**config.mk**
```make
export PLATFORM = sky130hd
export DESIGN_NAME = char_frame_loader
export DESIGN_NICKNAME = d
export VERILOG_FILES = /design/src/rtl/char_disp_pkg.sv /design/src/rtl/char_shadow_bank.sv /design/src/rtl/char_frame_loader.sv
export SDC_FILE = /design/constraint.sdc
export NUM_CORES = 1
export LEC_CHECK = 0
export ABC_AREA = 1
export BUFFER_PORTS_ARGS = -buffer_cell sky130_fd_sc_hd__buf_4
export CAP_MARGIN = 20
export CORE_ASPECT_RATIO = 1.75
export CORE_MARGIN = 2
export CORE_UTILIZATION = 60
export CTS_BUF_LIST = sky130_fd_sc_hd__clkbuf_4 sky130_fd_sc_hd__clkbuf_8 sky130_fd_sc_hd__clkbuf_16
export DETAILED_ROUTE_END_ITERATION = 6
export PLACE_DENSITY = 0.92
export SLEW_MARGIN = 20
export SYNTH_ARGS = -nofsm -noshare
export SYNTH_HDL_FRONTEND = slang
export SYNTH_SLANG_ARGS = --single-unit
```
**constraint.sdc**
```tcl
create_clock -name Clock -period 3.6 [get_ports Clock]
set_clock_uncertainty 0.2 [all_clocks]
set_input_delay 0.18 -clock Clock [delete_from_list [all_inputs] [get_ports Clock]]
set_output_delay 0.18 -clock Clock [all_outputs]
set_load 0.05 [all_outputs]
```
**src/rtl/char_disp_pkg.sv**
```systemverilog
// Shared constants and types for the character display path.
package char_disp_pkg;

  localparam int unsigned CODE_W    = 3;
  localparam int unsigned NUM_SLOTS = 8;

  // Character codes; any code with the MSB set displays as blank.
  localparam logic [CODE_W-1:0] CH_H     = 3'b000;
  localparam logic [CODE_W-1:0] CH_E     = 3'b001;
  localparam logic [CODE_W-1:0] CH_L     = 3'b010;
  localparam logic [CODE_W-1:0] CH_O     = 3'b011;
  localparam logic [CODE_W-1:0] CH_BLANK = 3'b111;

  typedef enum logic [1:0] {
    FILL,
    PAD,
    COMMIT
  } loader_state_t;

endpackage

```
**src/rtl/char_shadow_bank.sv**
```systemverilog
// Eight-entry shadow buffer: one indexed write port, all slots read in parallel.
// Slot i occupies slots_o[i*CODE_W +: CODE_W].
module char_shadow_bank
  import char_disp_pkg::*;
#(
  parameter logic [CODE_W-1:0] BLANK_CODE = CH_BLANK
) (
  input  logic                        clk_i,
  input  logic                        rst_i,
  input  logic                        we_i,
  input  logic [2:0]                  idx_i,
  input  logic [CODE_W-1:0]           data_i,
  output logic [NUM_SLOTS*CODE_W-1:0] slots_o
);

  logic [NUM_SLOTS-1:0][CODE_W-1:0] mem_q;

  // Shadow storage, cleared to blank on reset.
  always_ff @(posedge clk_i or posedge rst_i) begin
    if (rst_i) begin
      mem_q <= {NUM_SLOTS{BLANK_CODE}};
    end else if (we_i) begin
      mem_q[idx_i] <= data_i;
    end
  end

  assign slots_o = mem_q;

endmodule

```
**src/rtl/char_frame_loader.sv**
```systemverilog
// Streams 3-bit character codes into a shadow buffer and commits whole frames
// atomically to eight registered display slots (u = slot 0 ... t = slot 7).
// Short frames are padded with BLANK_CODE.
// Optional feature macro: CHAR_SCROLL_EN adds a 'scroll' input that shifts the
// displayed slots left on each accept instead of filling the shadow buffer.
module char_frame_loader
  import char_disp_pkg::*;
#(
  parameter logic [CODE_W-1:0] BLANK_CODE = CH_BLANK
) (
  input  logic              Clock,
  input  logic              Reset,
  input  logic [CODE_W-1:0] in_code,
  input  logic              in_valid,
  output logic              in_ready,
  input  logic              in_last,
`ifdef CHAR_SCROLL_EN
  input  logic              scroll,
`endif
  output logic [CODE_W-1:0] u,
  output logic [CODE_W-1:0] v,
  output logic [CODE_W-1:0] w,
  output logic [CODE_W-1:0] x,
  output logic [CODE_W-1:0] y,
  output logic [CODE_W-1:0] z,
  output logic [CODE_W-1:0] p,
  output logic [CODE_W-1:0] t,
  output logic [2:0]        slot_ptr,
  output logic              frame_done
);

  localparam logic [2:0] LastSlot = 3'(NUM_SLOTS - 1);

  loader_state_t                    state_q;
  logic [2:0]                       slot_ptr_q;
  logic [NUM_SLOTS-1:0][CODE_W-1:0] disp_q;
  logic [NUM_SLOTS*CODE_W-1:0]      shadow_slots;
  logic                             scroll_mode;
  logic                             shadow_we;
  logic [CODE_W-1:0]                shadow_wdata;

`ifdef CHAR_SCROLL_EN
  assign scroll_mode = scroll;
`else
  assign scroll_mode = 1'b0;
`endif

  // Handshake and pulse decoded from state only; in_ready held low while in reset.
  assign in_ready   = (state_q == FILL) && !Reset;
  assign frame_done = (state_q == COMMIT);
  assign slot_ptr   = slot_ptr_q;

  // Shadow write: accepted codes in FILL (non-scroll), blanks every PAD cycle.
  always_comb begin
    shadow_we    = 1'b0;
    shadow_wdata = in_code;
    if (state_q == FILL) begin
      shadow_we = in_valid && !scroll_mode;
    end else if (state_q == PAD) begin
      shadow_we    = 1'b1;
      shadow_wdata = BLANK_CODE;
    end
  end

  char_shadow_bank #(
    .BLANK_CODE (BLANK_CODE)
  ) u_shadow (
    .clk_i   (Clock),
    .rst_i   (Reset),
    .we_i    (shadow_we),
    .idx_i   (slot_ptr_q),
    .data_i  (shadow_wdata),
    .slots_o (shadow_slots)
  );

  // Frame FSM with slot pointer and registered display outputs.
  always_ff @(posedge Clock or posedge Reset) begin
    if (Reset) begin
      state_q    <= FILL;
      slot_ptr_q <= 3'd0;
      disp_q     <= {NUM_SLOTS{BLANK_CODE}};
    end else begin
      unique case (state_q)
        FILL: begin
          if (in_valid) begin
            if (scroll_mode) begin
              disp_q <= {in_code, disp_q[NUM_SLOTS-1:1]};
            end else if (slot_ptr_q == LastSlot) begin
              // in_last on slot 7 is just a normal final code: no padding.
              state_q <= COMMIT;
            end else begin
              slot_ptr_q <= slot_ptr_q + 3'd1;
              if (in_last) state_q <= PAD;
            end
          end
        end
        PAD: begin
          // Pointer parks at 7; only COMMIT returns it to 0.
          if (slot_ptr_q == LastSlot) begin
            state_q <= COMMIT;
          end else begin
            slot_ptr_q <= slot_ptr_q + 3'd1;
          end
        end
        COMMIT: begin
          disp_q     <= shadow_slots;
          slot_ptr_q <= 3'd0;
          state_q    <= FILL;
        end
        default: state_q <= FILL;
      endcase
    end
  end

  assign u = disp_q[0];
  assign v = disp_q[1];
  assign w = disp_q[2];
  assign x = disp_q[3];
  assign y = disp_q[4];
  assign z = disp_q[5];
  assign p = disp_q[6];
  assign t = disp_q[7];

endmodule

```
---- Word-level counts from Yosys, hierarchy flattened ----
Index checks and enable logic that the tools add are counted.
Widths: inputs -> output; s select.
storage, ports and cells
  input port bits ......................... 7
  output and inout port bits .............. 29
  logic and storage cells ................. 49
  register bits after elaboration ......... 53
operators by class
  add/subtract/negate cells ............... 1
  eq/ne operators ......................... 6
  reduce and logical (&&, ||, !) cells .... 7
  mux-type cells .......................... 15
  $lt $le $gt $ge ......................... 2
operator list
  operator             count
  $bwmux 24            1
  $mux 3               5
  $demux 3 s3          1
  $pmux 3 s3           1
  $mux 2               4
  $lt 3x4->1 const B   1
  $pmux 2 s2           1
  $add 3x1->3 const B  1
  $eq 3x3->1 const B   1
  $ge 3x1->1 const B   1
  $ne 3x2->1 const B   1
  $reduce_and 3->1     1
  $reduce_bool 3->1    1
  $eq 2x1->1 const B   1
  $eq 2x2->1 const B   1
  $logic_and 1x1->1    2
  $logic_not 2->1      1
  $mux 1               2
  $ne 2x1->1 const B   1
  $ne 2x2->1 const B   1
  $reduce_and 2->1     1
  $logic_not 1->1      1

---- Logic depth before layout (Yosys ltp) ----
Gate-level depths: netlist of the first run.
  depth in word-level cells ............... 5
  gate-level depth with buffers ........... 8
  depth with buffers taken out ............ 8

---- By module ----
From an unflattened synthesis of the first run, not the netlist that was laid out.
unflattened totals
  cells, all modules ...................... 272
  area total of the unflattened synthesis .. 2346.0 um2
by module, submodules not included
  module             seq. area each (um2)  times used  area an instance (um2)  cells an instance
  char_frame_loader  755.7                 1           1303.8                  144
  char_shadow_bank   630.6                 1           1042.2                  128

---- Least setup slack after synthesis of the first run ----
No wires, ideal clock.
  path kind ............................... register to register
  start point ............................. register slot_ptr_q[1], in the netlist slot_ptr[1]
  end point ............................... register slot_ptr_q[1], in the netlist slot_ptr[1]
  required time ........................... 3.282 ns
  clock period less this slack ............ 1.905 ns
  arrival ................................. 1.587 ns
  stages on the path, launching flop included .. 9
  path slack .............................. 1.695 ns
  buffers on the path ..................... 0
  setup time .............................. 0.118 ns
  cell sequence ........................... dfrtp_1 ha_1 ha_1 nor2_1 inv_1 nand2_1 nand2_1 nand2_1 nand2_1
on the way
  word-level cells in the longest chain between the ends .. 4
  elaborated cells on any way between the ends .. 5
  classes of those cells .................. add/sub: 1; eq/ne: 1; mux: 3
ends and longest elaborated chain
  element                                    line                                              RTL
  from (decl)                                char_frame_loader.sv:35                           logic [2:0] slot_ptr_q;
  from (signal assigned)                     char_frame_loader.sv:92                           slot_ptr_q <= slot_ptr_q + 3'd1;
  from (signal assigned)                     char_frame_loader.sv:102                          slot_ptr_q <= slot_ptr_q + 3'd1;
  $add 3x1->3 or $eq 3x3->1 (tied branches)  --
  $mux 3 *                                   char_frame_loader.sv:88, char_frame_loader.sv:99
  $mux 3                                     char_frame_loader.sv:85                           if (in_valid) begin
  $pmux 3 s3 *                               char_frame_loader.sv:83                           unique case (state_q)
Every way passes the cells marked *; elsewhere a longest branch is shown, timed or not. The select of a mux whose other input is x is not followed.
A chain may end at the register's enable or synchronous reset.

---- Worst setup path after layout of the first run ----
  start point ............................. register state_q[0]
  end point ............................... output port frame_done
on the way
  word-level cells in the longest chain between the ends .. 1
ends and longest elaborated chain
  element                 line                     RTL
  from (decl)             char_frame_loader.sv:34  loader_state_t state_q;
  from (signal assigned)  char_frame_loader.sv:79  state_q <= FILL;
  from (signal assigned)  char_frame_loader.sv:90  state_q <= COMMIT;
  from (signal assigned)  char_frame_loader.sv:93  if (in_last) state_q <= PAD;
  $eq 2x2->1              char_frame_loader.sv:50  assign frame_done = (state_q == COMMIT);
  to (decl)               char_frame_loader.sv:29  output logic frame_done
No other way between the ends.

==> impl_metrics.ini, run 1 <==
[synth]
yosys.cell_count.top_type = nand2_1
yosys-top-cells-count = nand2_1, dfstp_2, nand3_1
synth_area_leaders = dfstp_2, nand2_1, nand3_1
yosys.area.top_type = dfstp_2
synth_ff_type = dfstp_2
synth_edf_count = 0
ys_seq_area_share_pct = 58.5
synth_cells = 266
syn_area_sq_um = 2370
async_flop_share_pct = 100
ys_types = 22
syn_avg_cell_area_sq_um = 8.90
synth_seq_cells = 53
synth_top_area_share_pct = 53.2
yosys_warnings = 0
syn_nets = 276

[placement]
gp_congestion = 0.772
io_buffer_count = 35
post_dp_cell_area_sq_um = 2600
dp_hpwl_mm = 3.10
dp_slack_ns = 1.77

[setup_path]
slowest_stage = dfrtp_1
r2r_start = state_q[1]
critPathMaxStageDelay_ns = 0.46
worstSetupStartpoint = state_q[0]
crit_top_cell = inv_2
cp-end-kind = output port
crit_chain = inv_2 -> nand2_4 -> inv_2 -> buf_4
critPathLaunchType = flip-flop
path_buf_inv = 3
path_max_fanout = 27
cp.arrival_ns = 1.72
crit_type = reg2out
worstPathRequired_ns = 3.22
critPathTopFamily = buffers and inverters

[routing]
drtPass1Iterations = 4
drtIter0Drc = 51
drc = 0
via_per_inst = 5.31
vias = 1858
drt_wl_total_mm = 4.47
avgRoutedWirePerCell_microns = 12.8
drtAntennaViolNets = 0

[floorplanning]
die_x_microns = 51.5
die_area_sq_um = 4490
die_y_microns = 87.1
core_area_sq_um = 3830
initial_core_util_pct = 61.9
row_count = 30
ios = 36

[layout]
nets = 311
antennaDiodeCount = 0
syn2layout_area_growth_pct = 14.6
drive_above_1_share_pct = 33.1
nFillCells = 320
stdcell_area_sq_um = 2710
final-seq-area_sq_um = 1390
multiInputGateArea_sq_um = 830
fin_util_pct = 70.9

[global_route]
overflow = 0
grt_max_degree = 54
grt_pass1_vias = 1817
grt_pass1_wl_mm = 7.74
gr-usage-all-layers_pct = 23.0
antenna_found_initial = 0

[power_and_ir_drop]
cellLeakagePower_nw = 1.40
report.power.total_mw = 2.97
ir_drop_mv = 0.644
power_density_nw_per_um2 = 1090

[clock_tree]
cts_buffers = 5
clockRootBuffer = clkbuf_8
clkLatencyLatePin_ns = 0.31
cts_max_level = 2
tritoncts = built
path_clk_slew_ns = 0.09
cts_setup_buffers = 0
cts_buffer_depth = 2
clock-sinks = 53

[timing]
final_hold_viol_count = 0
grt_setup_unrepaired = false
slew_violations = 0
tightestPinTransition_ns = 0.830
fin_crit_sh_pct = 58.3
fmax_ghz = 0.477
layout_min_cycle_time_ns = 2.10
fin_ws_ns = 1.50
slew_headroom_pct = 44.6
setup_viol = 0
tns_ns = 0

[run]
drv_cap = 0

[min_path]
min_path_type = in2reg
hp-start = in_valid

[outcome]
status = finished clean
[power breakdown]
group | leakage [nW] | internal (mW) | switching [mW]
combinational | 0.787 | 0.397 | 1.01
clock | 0.0445 | 0.138 | 0.197
sequential | 0.564 | 1.04 | 0.187
total | 1.40 | 1.58 | 1.39
[per-stage QoR]
| step | hold WS [ns] | std cells |
|---|---|---|
| after floorplan | 0.114 | 266 |
| after global placement | 0.207 | 340 |
| after detailed placement | 0.220 | 340 |
| after CTS | 0.0817 | 350 |
| after global routing | 0.0851 | 350 |
| final | 0.0931 | 350 |
[registers in the layout, indices dropped and copies added, names as in the netlist]
| signal | cells |
|---|---|
| u | 3 |
| w | 3 |
| p | 3 |
| state_q | 2 |
| y | 3 |
| t | 3 |
| z | 3 |
| v | 3 |
| u_shadow.slots_o | 24 |
| slot_ptr | 3 |
| x | 3 |
[per-layer routing]
metal	vias up	share of wire (%)	track usage, %
li1	917	-	-
met1	868	38	24.2
met2	57	54	41.4
met3	16	4.2	4.30
met4	0	3.6	12.9
met5	-	0	0
[layout by cell type, fill, tap and decap left out]
master	instances
nand3_1	30
dlygate4sd3_1	2
buf_4	35
nand3b_1	1
o21a_1	1
inv_6	1
ha_1	3
dfstp_2	48
clkinvlp_4	1
clkbuf_8	5
inv_2	3
nand2_1	119
clkinv_2	2
inv_1	13
nand2_2	3
nand4_1	1
dfrtp_1	5
o22ai_1	1
nor2_1	7
nor3_1	1
o21ai_0	18
nand2_4	1
o21ai_4	1
[worst min-delay path, delay by kind of cell]
kind	cells	cell delay [ns]
simple gates	1	0.14
buf+inv	1	0.11
compound gates	1	0.13
[area by class of cell]
type,instances,share of cell area (%)
well taps,48,2.21
repair buffers,37,10.4
multi-input cells,187,30.6
clock buffers,5,2.54
clock inverters,3,0.784
inverters,17,2.40
flip-flops and latches,53,51.1
[logic make-up after synthesis]
family                     synth area share, %
AOI/OAI and AO/OA                         5.07
DFF                                       58.5
and+or+nand+nor                           28.4
adders and majority gates                 1.58
buffers and inverters                     6.44
[timing repair]
| action | in CTS | in global routing |
|---|---|---|
| gates resized for setup | 0 | 0 |
| endpoints found under the hold margin | 6 | 0 |
| hold buffers | 2 | 0 |
[worst paths after layout]
check / to / slack [ns] / depth (start not counted)
hold reg to reg: x[0] / 0.26 / 2
min in group asynchronous: slot_ptr[0] / 0.39 / 3
setup reg to reg: u_shadow.slots_o[12] / 1.75 / 5
hold / removal: state_q[1] / 0.09 / 3
max in group asynchronous: slot_ptr[2] / 2.32 / 3
setup / recovery: frame_done / 1.50 / 4
(Power assumes the default switching activity.)
==> run 2, diff against run 1 <==
Settings changed: CORE_UTILIZATION 60 to 56, PLACE_DENSITY 0.92 to 0.87.
Clock period 3.6 ns to 2.1 ns, I/O delays scaled along.
==> run 2 against run 1 <==
Effect of this change:
- utilization fell by 3.7 points
- worst hold slack got worse by 0.073 ns
- critical path type is now reg2reg
- highest routed layer unchanged
- sequential power rose by 72%
- critical endpoint is now slot_ptr[2]
- cell count rose by 1.4%
==> impl_metrics.ini, run 2 (synthesized netlist as in run 1, its figures left out) <==
[setup_path]
worstSetupStartpoint = slot_ptr[0]
path_max_fanout = 10
rrSetupSlack_ns = 0.38
worst-r2r-cell-count = 8
worstSetupEndpoint = slot_ptr[2]
crit_chain = ha_1 -> ha_1 -> nor2_1 -> inv_1 -> nand2_1 -> nand2_1 -> nand2_1 -> nand2_1
crit_top_cell = nand2_1
critPathMaxStageDelay_ns = 0.49
cp.arrival_ns = 1.72
critPathLaunchType = flip-flop
path_depth = 8
r2r_start = slot_ptr[0]
worstPathRequired_ns = 2.10
path_buf_inv = 1
worstReg2RegEnd = slot_ptr[2]
crit_type = reg2reg
critPathTopFamily = flip-flops
slowest_stage = dfrtp_1
cp-end-kind = flip-flop

[routing]
drtPass1Iterations = 4
drtIter0Drc = 54
drtAntennaViolNets = 0
vias = 1862
avgRoutedWirePerCell_microns = 12.7
via_per_inst = 5.25
drt_wl_total_mm = 4.51
drc = 0

[timing]
fmax_ghz = 0.580
layout_min_cycle_time_ns = 1.72
final_hold_viol_count = 0
tns_ns = 0
fin_ws_ns = 0.377
slew_violations = 0
fin_hold_ws_ns = 0.0202
setup_viol = 0
fin_crit_sh_pct = 82.0
slew_headroom_pct = 64.8
tightestPinTransition_ns = 0.528
grt_setup_unrepaired = false

[clock_tree]
cts_buffers = 5
cts_resized = 0
cts_buffer_depth = 2
clock-sinks = 53
clkLatencyLatePin_ns = 0.30
tritoncts = built
cts_max_level = 2
clockRootBuffer = clkbuf_8
path_clk_slew_ns = 0.09

[layout]
antennaDiodeCount = 0
final_cells = 355
largest_reg_flops = 24
final_common_cell = nand2_1
layout_common_cells = nand2_1, dfstp_2, buf_4, nand3_1, o21ai_0
fin_util_pct = 67.2
syn2layout_area_growth_pct = 16.7
stdcell_area_sq_um = 2760
drive_above_1_share_pct = 34.0
nets = 315

[outcome]
status = finished clean

[min_path]
min_path_type = in2reg

[global_route]
gr-usage-all-layers_pct = 22.1
antenna_found_initial = 0
grt_pass1_wl_mm = 8.08
overflow = 0
grt_max_degree = 30
grt_pass1_vias = 1880

[floorplanning]
die_area_sq_um = 4790
initial_core_util_pct = 57.6
die_x_microns = 53.2
ios = 36
core_area_sq_um = 4110
row_count = 31
die_y_microns = 90.0

[power_and_ir_drop]
cellLeakagePower_nw = 1.42
report.power.total_mw = 5.14
power_density_nw_per_um2 = 1860
ir_drop_mv = 1.30

[placement]
io_buffer_count = 35
dp_hpwl_mm = 3.22
post-place-cells = 345
dp_slack_ns = 0.398
gp_congestion = 0.766
post_dp_cell_area_sq_um = 2650

[run]
drv_cap = 0
==> run 2: cell type report <==
type | count | area, sq um
Clock buffer | 7 | 90.1
Clock inverter | 1 | 7.51
Fill cell | 344 | 1350
Inverter | 17 | 63.8
Multi-Input combinational cell | 187 | 830
Sequential cell | 53 | 1390
Tap cell | 49 | 61.3
Timing Repair Buffer | 41 | 325
==> run 2: worst min-delay path by stage <==
stage | start | end | depth (start not counted)
floorplan | in_last | state_q[0] | 2
global placement | Reset | state_q[1] | 2
global route | in_valid | state_q[1] | 3
finish | in_valid | state_q[1] | 3
detailed placement | Reset | state_q[0] | 2
CTS | in_valid | state_q[1] | 3
==> run 2: report_power, final <==
group	switching [mW]	total, mW	internal (mW)
Combinational	1.72	2.44	0.713
Sequential	0.323	2.11	1.79
Clock	0.312	0.592	0.281
==> run 2: timing repair <==
item                      4_1_cts  5_1_grt
hold buffers                    2        0
buffers inserted                0        0
hold endpoints to repair        6        0
==> run 2: worst reg2reg max path: stages, from the launching register on <==
cell	delay, ns
dfrtp_1	0.49
ha_1	0.27
ha_1	0.20
nor2_1	0.13
inv_1	0.06
nand2_1	0.05
nand2_1	0.09
nand2_1	0.08
nand2_1	0.05
==> run 2: metal layers <==
layer | global-route usage, % | part of all wire (%) | vias up
met3 | 4.32 | 4.5 | 12
met2 | 37.3 | 53 | 53
met1 | 25.8 | 39 | 882
met4 | 10.7 | 3.2 | 0
li1 | - | - | 915
met5 | 0 | 0 | -
